===== src/rtl/ahb_slave_arbiter_rr.sv =====
// Per-slave AHB round-robin arbiter with per-beat burst tracking and zero-bubble handover.
// Optional master lock support is enabled by defining AHB_ARB_LOCK_EN.
module ahb_slave_arbiter_rr #(
  parameter int unsigned MASTER_NUM     = 4,
  parameter int unsigned MAX_INCR_BEATS = 16,
  localparam int unsigned IDX_W         = $clog2(MASTER_NUM)
) (
  input  logic                    hclk,
  input  logic                    hreset,
  input  logic [MASTER_NUM-1:0]   hreq,
  input  logic [3*MASTER_NUM-1:0] hburst,
  input  logic                    hwait,
`ifdef AHB_ARB_LOCK_EN
  input  logic [MASTER_NUM-1:0]   hmastlock,
`endif
  output logic [MASTER_NUM-1:0]   hgrant,
  output logic                    hsel,
  output logic [IDX_W-1:0]        hmaster,
  output logic                    hlast
);

  localparam int unsigned CNT_W = ($clog2(MAX_INCR_BEATS) > 4) ? $clog2(MAX_INCR_BEATS) : 4;

  localparam logic [2:0] BurstSingle = 3'd0;
  localparam logic [2:0] BurstIncr   = 3'd1;
  localparam logic [2:0] BurstWrap4  = 3'd2;
  localparam logic [2:0] BurstIncr4  = 3'd3;
  localparam logic [2:0] BurstWrap8  = 3'd4;
  localparam logic [2:0] BurstIncr8  = 3'd5;
  localparam logic [2:0] BurstWrap16 = 3'd6;
  localparam logic [2:0] BurstIncr16 = 3'd7;

  typedef enum logic {StIdle, StBusy} state_e;

  state_e                state;
  logic [MASTER_NUM-1:0] grant;
  logic [IDX_W-1:0]      owner;
  logic [IDX_W-1:0]      ptr;
  logic [CNT_W-1:0]      count;
  logic [2:0]            burst;

  logic [2:0]            burst_arr [MASTER_NUM];
  logic                  beat_done;
  logic                  release_now;
  logic                  hold;
  logic [IDX_W-1:0]      next_owner;
  logic [IDX_W-1:0]      base;
  logic                  found_hi;
  logic                  found_lo;
  logic [IDX_W-1:0]      hi_idx;
  logic [IDX_W-1:0]      lo_idx;
  logic                  win_valid;
  logic [IDX_W-1:0]      win_idx;

  always_comb begin
    for (int i = 0; i < int'(MASTER_NUM); i++) begin
      burst_arr[i] = hburst[3*i +: 3];
    end
  end

  assign hsel      = |grant;
  assign hgrant    = grant & ~{MASTER_NUM{hwait}};
  assign hmaster   = owner;
  assign beat_done = hsel & ~hwait;

  always_comb begin
    hlast = 1'b0;
    if (state == StBusy) begin
      unique case (burst)
        BurstSingle:             hlast = (count == '0);
        BurstIncr:               hlast = ~hreq[owner] |
                                         (count == CNT_W'(MAX_INCR_BEATS - 1));
        BurstWrap4, BurstIncr4:   hlast = (count == CNT_W'(3));
        BurstWrap8, BurstIncr8:   hlast = (count == CNT_W'(7));
        BurstWrap16, BurstIncr16: hlast = (count == CNT_W'(15));
        default:                 hlast = 1'b0;
      endcase
    end
  end

  assign release_now = beat_done & hlast;

`ifdef AHB_ARB_LOCK_EN
  assign hold = release_now & hmastlock[owner];
`else
  assign hold = 1'b0;
`endif

  assign next_owner = (owner == IDX_W'(MASTER_NUM - 1)) ? '0 : owner + 1'b1;

  // On release the search already starts from the advanced pointer so handover has no bubble.
  assign base = release_now ? next_owner : ptr;

  // Round-robin: first requester at or above base, otherwise first requester below it.
  always_comb begin
    found_hi = 1'b0;
    found_lo = 1'b0;
    hi_idx   = '0;
    lo_idx   = '0;
    for (int i = 0; i < int'(MASTER_NUM); i++) begin
      if (hreq[i] && !found_hi && (i >= int'(base))) begin
        found_hi = 1'b1;
        hi_idx   = IDX_W'(i);
      end
      if (hreq[i] && !found_lo) begin
        found_lo = 1'b1;
        lo_idx   = IDX_W'(i);
      end
    end
    win_valid = found_hi | found_lo;
    win_idx   = found_hi ? hi_idx : lo_idx;
  end

  always_ff @(posedge hclk) begin
    if (hreset) begin
      state <= StIdle;
      grant <= '0;
      owner <= '0;
      ptr   <= '0;
      count <= '0;
      burst <= BurstSingle;
    end else begin
      unique case (state)
        StIdle: begin
          if (win_valid) begin
            state <= StBusy;
            grant <= MASTER_NUM'(1) << win_idx;
            owner <= win_idx;
            burst <= burst_arr[win_idx];
            count <= '0;
          end
        end
        StBusy: begin
          if (beat_done) begin
            if (!hlast) begin
              count <= count + CNT_W'(1);
            end else if (hold) begin
              // Locked owner starts a fresh burst without giving up the slave.
              count <= '0;
              burst <= burst_arr[owner];
            end else begin
              ptr <= next_owner;
              if (win_valid) begin
                grant <= MASTER_NUM'(1) << win_idx;
                owner <= win_idx;
                burst <= burst_arr[win_idx];
                count <= '0;
              end else begin
                state <= StIdle;
                grant <= '0;
                owner <= '0;
                count <= '0;
              end
            end
          end
        end
        default: state <= StIdle;
      endcase
    end
  end

endmodule


===== config.mk =====
export PLATFORM = sky130hd
export DESIGN_NAME = ahb_slave_arbiter_rr
export DESIGN_NICKNAME = d
export VERILOG_FILES = /design/src/rtl/ahb_slave_arbiter_rr.sv
export SDC_FILE = /design/constraint.sdc
export NUM_CORES = 1
export LEC_CHECK = 0
export ABC_AREA = 0
export ABC_CLOCK_PERIOD_IN_PS = 3500
export BUFFER_PORTS_ARGS = -buffer_cell sky130_fd_sc_hd__buf_2
export CAP_MARGIN = 20
export CORE_MARGIN = 5
export CORE_UTILIZATION = 52
export DETAILED_ROUTE_END_ITERATION = 7
export PLACE_DENSITY = 0.75
export SLEW_MARGIN = 5
export SYNTH_ARGS = -nofsm -noshare
export SYNTH_HDL_FRONTEND = slang
export SYNTH_SLANG_ARGS = --single-unit

===== constraint.sdc =====
create_clock -name hclk -period 3.5 [get_ports hclk]
set_clock_uncertainty 0.2 [all_clocks]
set_input_delay 0.175 -clock hclk [delete_from_list [all_inputs] [get_ports hclk]]
set_output_delay 0.175 -clock hclk [all_outputs]
set_load 0.02 [all_outputs]

-- Word-level counts from Yosys, hierarchy flattened
Index checks and enable logic that the tools add are counted.
W data, S select, Z words.
- memory bits (read-only): 0
- bits in writable memories: 0
- bits in registers: 16
- logic and storage cells: 109
- latch bits: 0
- input port bits: 19
- output and inout port bits: 8
- memories kept: 0
- equality and inequality tests: 14
- reductions and logical operators: 25
- add/subtract/negate cells: 2
- shift-type cells: 1
- mux-type cells: 46
- multiply operators: 0
- div/mod/pow operators: 0
- bitwise operators: 10
- order comparisons: 5
- operator list (operator ; count):
    $mux W4 ; 7
    $mux W2 ; 11
    $pmux W4 S2 ; 2
    $mux W1 ; 15
    $mux W3 ; 5
    $eq A3 B3 Y1 const B ; 4
    $logic_and A1 B1 Y1 ; 9
    $bmux W3 S2 ; 1
    $eq A3 B2 Y1 const B ; 2
    $logic_not A1 Y1 ; 6
    $pmux W3 S2 ; 1
    $reduce_and A3 Y1 ; 2
    $reduce_or A2 Y1 ; 3
    $pmux W1 S5 ; 1
    $add A4 B1 Y4 const B ; 1
    $and A4 B4 Y4 ; 1
    $eq A4 B2 Y1 const B ; 1
    $eq A4 B3 Y1 const B ; 1
    $eq A4 B4 Y1 const B ; 1
    $ge A1 B2 Y1 const A ; 2
    $logic_not A4 Y1 ; 1
    $ne A2 B2 Y1 const B ; 2
    $not A4 Y4 ; 1
    $pmux W2 S2 ; 1
    other kinds (17) ; 22

-- Longest topological paths before layout
Gate-level depths: netlist of the first run.
- depth after elaboration: 31
- mapped depth: 11
- mapped depth without buffers: 10

-- Worst setup path after synthesis of the first run
OpenSTA, ideal clock, no wires.
- kind: register to register
- from: register owner[0] (netlist: hmaster[0])
- to: register burst[0]
- path buffers: 1
- arrival: 2.646 ns
- clock period less this slack: 2.980 ns
- setup slack: 0.520 ns
- data required time: 3.166 ns
- stages on the path, launching flop included: 10
- cells stage by stage: dfxtp_1 -> buf_6 -> mux2_4 -> a311o_1 -> o22ai_2 -> nand2_4 -> and3_4 -> a211oi_4 -> mux2i_1 -> o221ai_1
- cells in the longest elaborated chain, start to end: 31
- elaborated cells between the ends (all ways): 42
- ends and longest elaborated chain (element ; RTL line ; source):
    from (decl) ; 37 ; logic [IDX_W-1:0] owner;
    from (signal assigned) ; 128 ; owner <= win_idx;
    from (signal assigned) ; 145 ; owner <= win_idx;
    $bmux W1 S2 ; 71 ; BurstIncr: hlast = ~hreq[owner] |
    $mux W1 (implied by the code) ; 71 ;
    $not A1 Y1 ; 71 ;
    $or A1 B1 Y1 ; 71 ;
    $pmux W1 S5 ; 69 ; unique case (burst)
    $mux W1 ; 68 ; if (state == StBusy) begin
    $and A1 B1 Y1 ; 81 ; assign release_now = beat_done & hlast;
    $mux W2 ; 92 ; assign base = release_now ? next_owner : ptr;
    [... 14 more ...] ; -- ;
    $mux W2 ; 111 ; win_idx = found_hi ? hi_idx : lo_idx;
    $not A2 Y3 (implied by the code) ; 129, 146 ;
    $bmux W3 S2 ; 129, 146 ;
    $mux W3 (implied by the code) (2 in a row) ; 129, 146 ;
    $mux W3 ; 125, 143 ;
    $mux W3 ; 135 ; if (!hlast) begin
    $mux W3 ; 134 ; if (beat_done) begin
    $pmux W3 S2 ; 123 ; unique case (state)
    to (signal assigned) ; 129 ; burst <= burst_arr[win_idx];
    to (signal assigned) ; 140 ; burst <= burst_arr[owner];
    to (signal assigned) ; 146 ; burst <= burst_arr[win_idx];
    to (decl) ; 40 ; logic [2:0] burst;
Several ways; a longest one is shown, not always the timed one. The select of a mux whose other input is x is not followed.
A chain may end at the register's enable or synchronous reset.

-- Worst setup path after layout of the first run
- from: register owner[0] (netlist: hmaster[0])
- to: register burst[2]
The elaborated chain is that of the path after synthesis.

==> impl_metrics.toml, run 1 <==
[clocking]
htreeDepth = 1
cts_tree = "done"
root_buffer = "sky130_fd_sc_hd__clkbuf_4"
clkSlewWorstSetupHoldPaths_ns = 0.11
cts_setup_buffers = 0
clk_path_buf_depth = 2
worstSkewPairLatency_ns = 0.29
cts_made_buffers = 3
cts_sinks = 16

[layout]
fraction_of_layout_cells_with_a_size_suffix_above_1 = 0.281
area.sequential_um2 = 320
layout.filler_cells = 181
multi_input_area_um2 = 689
antennaDiodeCount = 0
areaGrowthSynthToFinish_pct = 21.4
finish.net_count = 183

[power_and_ir_drop]
p_int_mw = 0.323
share_comb_of_total_power = 0.299
leakagePower_nw = 0.529
seq_power_share = 0.435
p_total_mw = 0.480
power.share.switching = 0.327
power.net_switching_mw = 0.157
vdd_drop_max_uv = 260
power.density_nw_per_um2 = 372
clkPwrFrac = 0.266

[routing]
drt_first_iter_violations = 30
detailedRoute.firstPassIterationCount = 4
post_drt_wl_per_cell_um = 12.9
vias_per_cell = 5.53
vias = 1034
routed_wirelength_mm = 2.41
ant_nets = 0
drc = 0

[die]
floorplan.rows = 16
floorplan.die.height_um = 55.2
dieWidth_um = 55.2
floorplan.initialDensity = 0.541
io_pins = 27
design.die.area_um2 = 3050
design.core.area_um2 = 1960

[timing]
drv_slew = 0
setup_violations = 0
period_utilization = 0.896
timing.final.hold_violations = 0
slew_headroom = 0.451
finalCriticalPeriod_ns = 3.14
fmax_ghz = 0.319
unrepaired_setup_endpoints_after_global_routing = "false"
fin_ws_ns = 0.364
fin_setup_tns_ns = 0
worstMarginPinSlew_ns = 0.817
worst_hold_slack_ns = 0.0105

[synth]
most_used_dff_post_synth = "sky130_fd_sc_hd__dfxtp_1"
syn-cell-area_um2 = 1060
count_of_unique_library_cells_instantiated_by_yosys = 44
synth.net_count = 150
number_of_enable_type_register_cells_in_the_synthesized_netlist = 0
synthesis.area_per_instance_um2 = 8.30
ys.warnings.count = 0
synth.ff_latch_count = 16
async_flop_share = 0
synth.cells.most_frequent = "sky130_fd_sc_hd__dfxtp_1, sky130_fd_sc_hd__nand2_1, sky130_fd_sc_hd__a21oi_1, sky130_fd_sc_hd__nor2_1, sky130_fd_sc_hd__o21ai_0"
netlist.top_cell.by_area = "sky130_fd_sc_hd__dfxtp_1"
postSynthCellCount = 128
yosys.area.top_type_share = 0.302
synth-seq-area-share = 0.302
netlist_top_cells_area = "sky130_fd_sc_hd__dfxtp_1, sky130_fd_sc_hd__mux2i_1, sky130_fd_sc_hd__nand2_1"

[placement]
gpl.final_weighted_congestion = 0.897
dpl.hpwl_mm = 1.81
placement.setup.worst_slack_ns = 0.426
io_buffer_count = 26

[global_route]
number_of_global_route_vias_before_repair = 978
maximum_number_of_pins_on_one_net_before_global_route_repair = 11
initial_antenna_violation_count = 0
grt_first_pass_wirelength_mm = 4.18
gr-usage-all-layers = 0.186
grt_remaining_overflow = 0

[min_path]
hold_path_class = "in2reg"

[worst_setup_path]
worst-endpoint-required_ns = 3.47
startpoint_type = "register"
path_max_fanout = 10
setup.worst_path.class = "reg2reg"
cp.arrival_ns = 3.11
end_kind = "register"

[outcome]
run_status = "completed"

[run]
timing.max_cap.violations = 0
power groups by stage:
| stage | Sequential, mW | Clock, mW | Combinational [mW] |
|---|---|---|---|
| 6_report | 0.209 | 0.128 | 0.143 |
| 5_1_grt | 0.212 | 0.139 | 0.159 |
| 4_1_cts | 0.209 | 0.130 | 0.143 |
| 3_5_place_dp | 0.213 | 0 | 0.138 |
| 3_3_place_gp | 0.213 | 0 | 0.136 |
| 2_1_floorplan | 0.210 | 0 | 0.104 |
stage by stage:
stage          utilization  instance area (um2)  instances
2_1_floorplan            -                 1060        128
3_3_place_gp         0.614                 1200        178
3_5_place_dp         0.614                 1200        178
4_1_cts              0.658                 1290        187
5_1_grt              0.658                 1290        187
6_report             0.658                 1290        187
worst max-delay path, cell delays in order (launching register included):
cell and delay (ns):
sky130_fd_sc_hd__dfxtp_1 0.52, sky130_fd_sc_hd__mux2_4 0.33, sky130_fd_sc_hd__a311o_1 0.36, sky130_fd_sc_hd__o22ai_2 0.37, sky130_fd_sc_hd__nand2_4 0.11, sky130_fd_sc_hd__and3_4 0.21
sky130_fd_sc_hd__a211oi_4 0.50, sky130_fd_sc_hd__mux2i_1 0.28, sky130_fd_sc_hd__o221ai_1 0.13
path summary, 6_finish.rpt:
path / to / slack [ns] / depth (start not counted) / start
worst min-delay path: burst[0] / 0.01 / 3 / hburst[0]
worst max-delay path: burst[2] / 0.36 / 8 / hmaster[0]
worst min register to register: grant[3] / 0.28 / 2 / grant[3]
worst max register to register: burst[2] / 0.36 / 8 / hmaster[0]
sequential cells by signal, summed over array words and instances (netlist names):
name     cells
burst        3
count        4
grant        4
hmaster      2
ptr          2
state        1
repair_timing:
action,CTS,global route
hold buffers,5,0
hold endpoints to repair,4,0
gates resized for setup,0,0
cell usage in the layout (no fill, tap or decap), types with 2 or more instances in the layout:
master	netlist	final
sky130_fd_sc_hd__dlygate4sd3_1	0	5
sky130_fd_sc_hd__or3_2	2	2
sky130_fd_sc_hd__or2_2	2	2
sky130_fd_sc_hd__dfxtp_1	16	16
sky130_fd_sc_hd__xnor2_1	2	2
sky130_fd_sc_hd__a21oi_1	9	9
sky130_fd_sc_hd__nor4_1	2	2
sky130_fd_sc_hd__buf_2	0	26
sky130_fd_sc_hd__a31oi_1	2	2
sky130_fd_sc_hd__o21ai_0	9	9
sky130_fd_sc_hd__nor3b_1	2	2
sky130_fd_sc_hd__ha_1	3	3
sky130_fd_sc_hd__nor2b_1	4	4
sky130_fd_sc_hd__o211ai_1	2	2
sky130_fd_sc_hd__nor3_1	2	2
sky130_fd_sc_hd__nor2_1	9	9
sky130_fd_sc_hd__mux2i_1	7	7
sky130_fd_sc_hd__and2_2	2	2
sky130_fd_sc_hd__inv_1	8	8
sky130_fd_sc_hd__xor2_1	2	2
sky130_fd_sc_hd__o221ai_1	3	3
sky130_fd_sc_hd__nand2_1	16	16
sky130_fd_sc_hd__clkbuf_4	0	3
area by class of cell:
cell class                      count  share of cell area
Clock buffer                        4              0.0281
Inverter                            8              0.0233
Multi-Input combinational cell    101               0.534
Sequential cell                    16               0.248
Tap cell                           27              0.0262
Timing Repair Buffer               31               0.140
cells by family after synthesis:
group | after synthesis | synth area share
xor gates and xnor gates | 4 | 0.0330
DFF | 16 | 0.302
and+or+nand+nor | 50 | 0.259
buffers and inverters | 11 | 0.0495
adders and majority gates | 3 | 0.0353
muxes | 9 | 0.0907
AOI/OAI and AO/OA | 35 | 0.231
layer usage:
layer  vias up  share of wire  routed length (um)  global-route usage
li1        532              -                   -                   -
met1       476           0.47                1140               0.229
met3         2          0.042                 101              0.0375
met2        24           0.48                1160               0.323
met5         -              0                   0                   0
met4         0         0.0062                  15              0.0607
(Power assumes the default switching activity.)
==> run 2, diff against run 1 <==
--- a/config.mk
+++ b/config.mk
@@ -10,10 +10,12 @@
 export BUFFER_PORTS_ARGS = -buffer_cell sky130_fd_sc_hd__buf_2
 export CAP_MARGIN = 20
 export CORE_MARGIN = 5
-export CORE_UTILIZATION = 52
+export CORE_UTILIZATION = 54
+export CTS_BUF_LIST = sky130_fd_sc_hd__clkbuf_4
 export DETAILED_ROUTE_END_ITERATION = 7
-export PLACE_DENSITY = 0.75
+export PLACE_DENSITY = 0.78
 export SLEW_MARGIN = 5
 export SYNTH_ARGS = -nofsm -noshare
 export SYNTH_HDL_FRONTEND = slang
 export SYNTH_SLANG_ARGS = --single-unit
+export TNS_END_PERCENT = 10
==> run 2 against run 1 <==
Sequential cell count is the same; combinational power is essentially flat; via count decreased by 0.87%; worst setup slack worse by 0.026 ns; highest routed layer unchanged; non-clock buffer count shrank 4; cell count decreased by 2.7%; global-route usage rose by 0.31 points; critical endpoint unchanged.
==> impl_metrics.toml, run 2 (synthesized netlist as in run 1, its figures left out) <==
[clocking]
clkSlewWorstSetupHoldPaths_ns = 0.09
htreeDepth = 1
cts_sinks = 16
cts_tree = "done"
clk_path_buf_depth = 2
holdBufCountCts = 1
root_buffer = "sky130_fd_sc_hd__clkbuf_4"
worstSkewPairLatency_ns = 0.28
count_of_cells_resized_by_post_cts_repair = 0
cts_made_buffers = 3
cts_setup_buffers = 0

[worst_setup_path]
setup.worst_path.end = "burst[2]"
cp_num_buf_inv = 0
rr_endpoint = "burst[2]"
critical_path.reg2reg.startpoint = "hmaster[0]"
cpPeakStageDelay_ns = 0.52
startpoint_type = "register"
crit_chain = "mux2_4 -> a311o_1 -> o22ai_2 -> nand2_4 -> and3_4 -> a211oi_4 -> mux2i_1 -> o221ai_1"
cp.arrival_ns = 3.12
worst-endpoint-required_ns = 3.46
setup.worst_path.class = "reg2reg"
reg2reg_depth = 8
slowest_stage = "sky130_fd_sc_hd__dfxtp_1"
worstSetupPathDepth = 8
end_kind = "register"
critical_path.top_delay_family = "compound AO/OA/AOI/OAI gates"
rrSetupSlack_ns = 0.34
critical_path.startpoint = "hmaster[0]"
path_max_fanout = 10

[global_route]
grt_remaining_overflow = 0
number_of_global_route_vias_before_repair = 973
maximum_number_of_pins_on_one_net_before_global_route_repair = 11
initial_antenna_violation_count = 0
grt_first_pass_wirelength_mm = 4.08
gr-usage-all-layers = 0.189

[min_path]
hold_path_class = "in2reg"

[timing]
fin_ws_ns = 0.338
slew_headroom = 0.426
timing.final.hold_violations = 0
worstMarginPinSlew_ns = 0.855
worst_hold_slack_ns = 0.00488
finalCriticalPeriod_ns = 3.16
period_utilization = 0.904
fin_setup_tns_ns = 0
fmax_ghz = 0.316
setup_violations = 0
drv_slew = 0
unrepaired_setup_endpoints_after_global_routing = "false"

[layout]
antennaDiodeCount = 0
finish.net_count = 179
final_common_cell = "sky130_fd_sc_hd__buf_2"
areaGrowthSynthToFinish_pct = 16.4
layout_common_cells = "sky130_fd_sc_hd__buf_2, sky130_fd_sc_hd__nand2_1, sky130_fd_sc_hd__dfxtp_1"
largest_registers = "count x4, grant x4, burst x3"
fraction_of_layout_cells_with_a_size_suffix_above_1 = 0.284
layout.filler_cells = 184
fin_util = 0.643
area.sequential_um2 = 320
multi_input_area_um2 = 689

[die]
design.core.area_um2 = 1920
design.die.area_um2 = 2950
floorplan.die.height_um = 54.4
dieWidth_um = 54.4
floorplan.rows = 16
floorplan.initialDensity = 0.553
io_pins = 27

[routing]
vias = 1025
post_drt_wl_per_cell_um = 13.4
detailedRoute.firstPassIterationCount = 4
ant_nets = 0
drc = 0
vias_per_cell = 5.63
routed_wirelength_mm = 2.44
drt_first_iter_violations = 24

[placement]
placement.setup.worst_slack_ns = 0.363
dpl.hpwl_mm = 1.91
io_buffer_count = 26
gpl.final_weighted_congestion = 0.861

[outcome]
run_status = "completed"

[power_and_ir_drop]
power.density_nw_per_um2 = 360
p_total_mw = 0.444
leakagePower_nw = 0.505
vdd_drop_max_uv = 267

[run]
timing.max_cap.violations = 0
-- run 2: cell count changes in the layout (fill, tap and decap cells not counted), sizes merged --
cell | before | now
dlygate4sd3 | 5 | 1
clkbuf | 4 | 3
-- run 2: stage by stage --
step                      cells  cell area, um2
after detailed placement    178            1200
after CTS                   182            1240
after global placement      178            1200
after floorplan             128            1060
final                       182            1240
after global routing        182            1240
-- run 2: how the worst min path moves through the flow --
| stage | slack [ns] | startpoint | depth (start not counted) | to |
|---|---|---|---|---|
| after global routing | 0.03 | hburst[1] | 3 | burst[1] |
| after floorplan | 0.04 | hreset | 1 | ptr[0] |
| after CTS | 0.01 | hburst[0] | 3 | burst[0] |
| after detailed placement | 0.24 | hreset | 2 | state |
| after global placement | 0.23 | hreset | 2 | state |
| final | 0.005 | hburst[1] | 3 | burst[1] |
-- run 2: where the power goes --
| group | switching (mW) | internal (mW) | leakage, nW |
|---|---|---|---|
| Combinational | 0.0787 | 0.0623 | 0.360 |
| Clock | 0.0541 | 0.0400 | 0.0138 |
| Sequential | 0.0151 | 0.194 | 0.131 |
| Total | 0.148 | 0.297 | 0.505 |
-- run 2: routing by layer --
metal  track usage  share of wire  wire length [um]
met4        0.0622          0.015                36
met3        0.0327          0.053               130
met1         0.228           0.44              1060
met2         0.337           0.50              1210
met5             0              0                 0
-- run 2: worst register-to-register path: stages (launching register included) --
cell and delay (ns):
sky130_fd_sc_hd__dfxtp_1 0.52, sky130_fd_sc_hd__mux2_4 0.34, sky130_fd_sc_hd__a311o_1 0.36, sky130_fd_sc_hd__o22ai_2 0.38
sky130_fd_sc_hd__nand2_4 0.12, sky130_fd_sc_hd__and3_4 0.22, sky130_fd_sc_hd__a211oi_4 0.51, sky130_fd_sc_hd__mux2i_1 0.27
sky130_fd_sc_hd__o221ai_1 0.13
-- run 2: final cells by class --
cell class                      count  share of cell area
Clock buffer                        3              0.0182
Inverter                            8              0.0243
Multi-Input combinational cell    101               0.558
Sequential cell                    16               0.259
Tap cell                           27              0.0273
Timing Repair Buffer               27               0.113
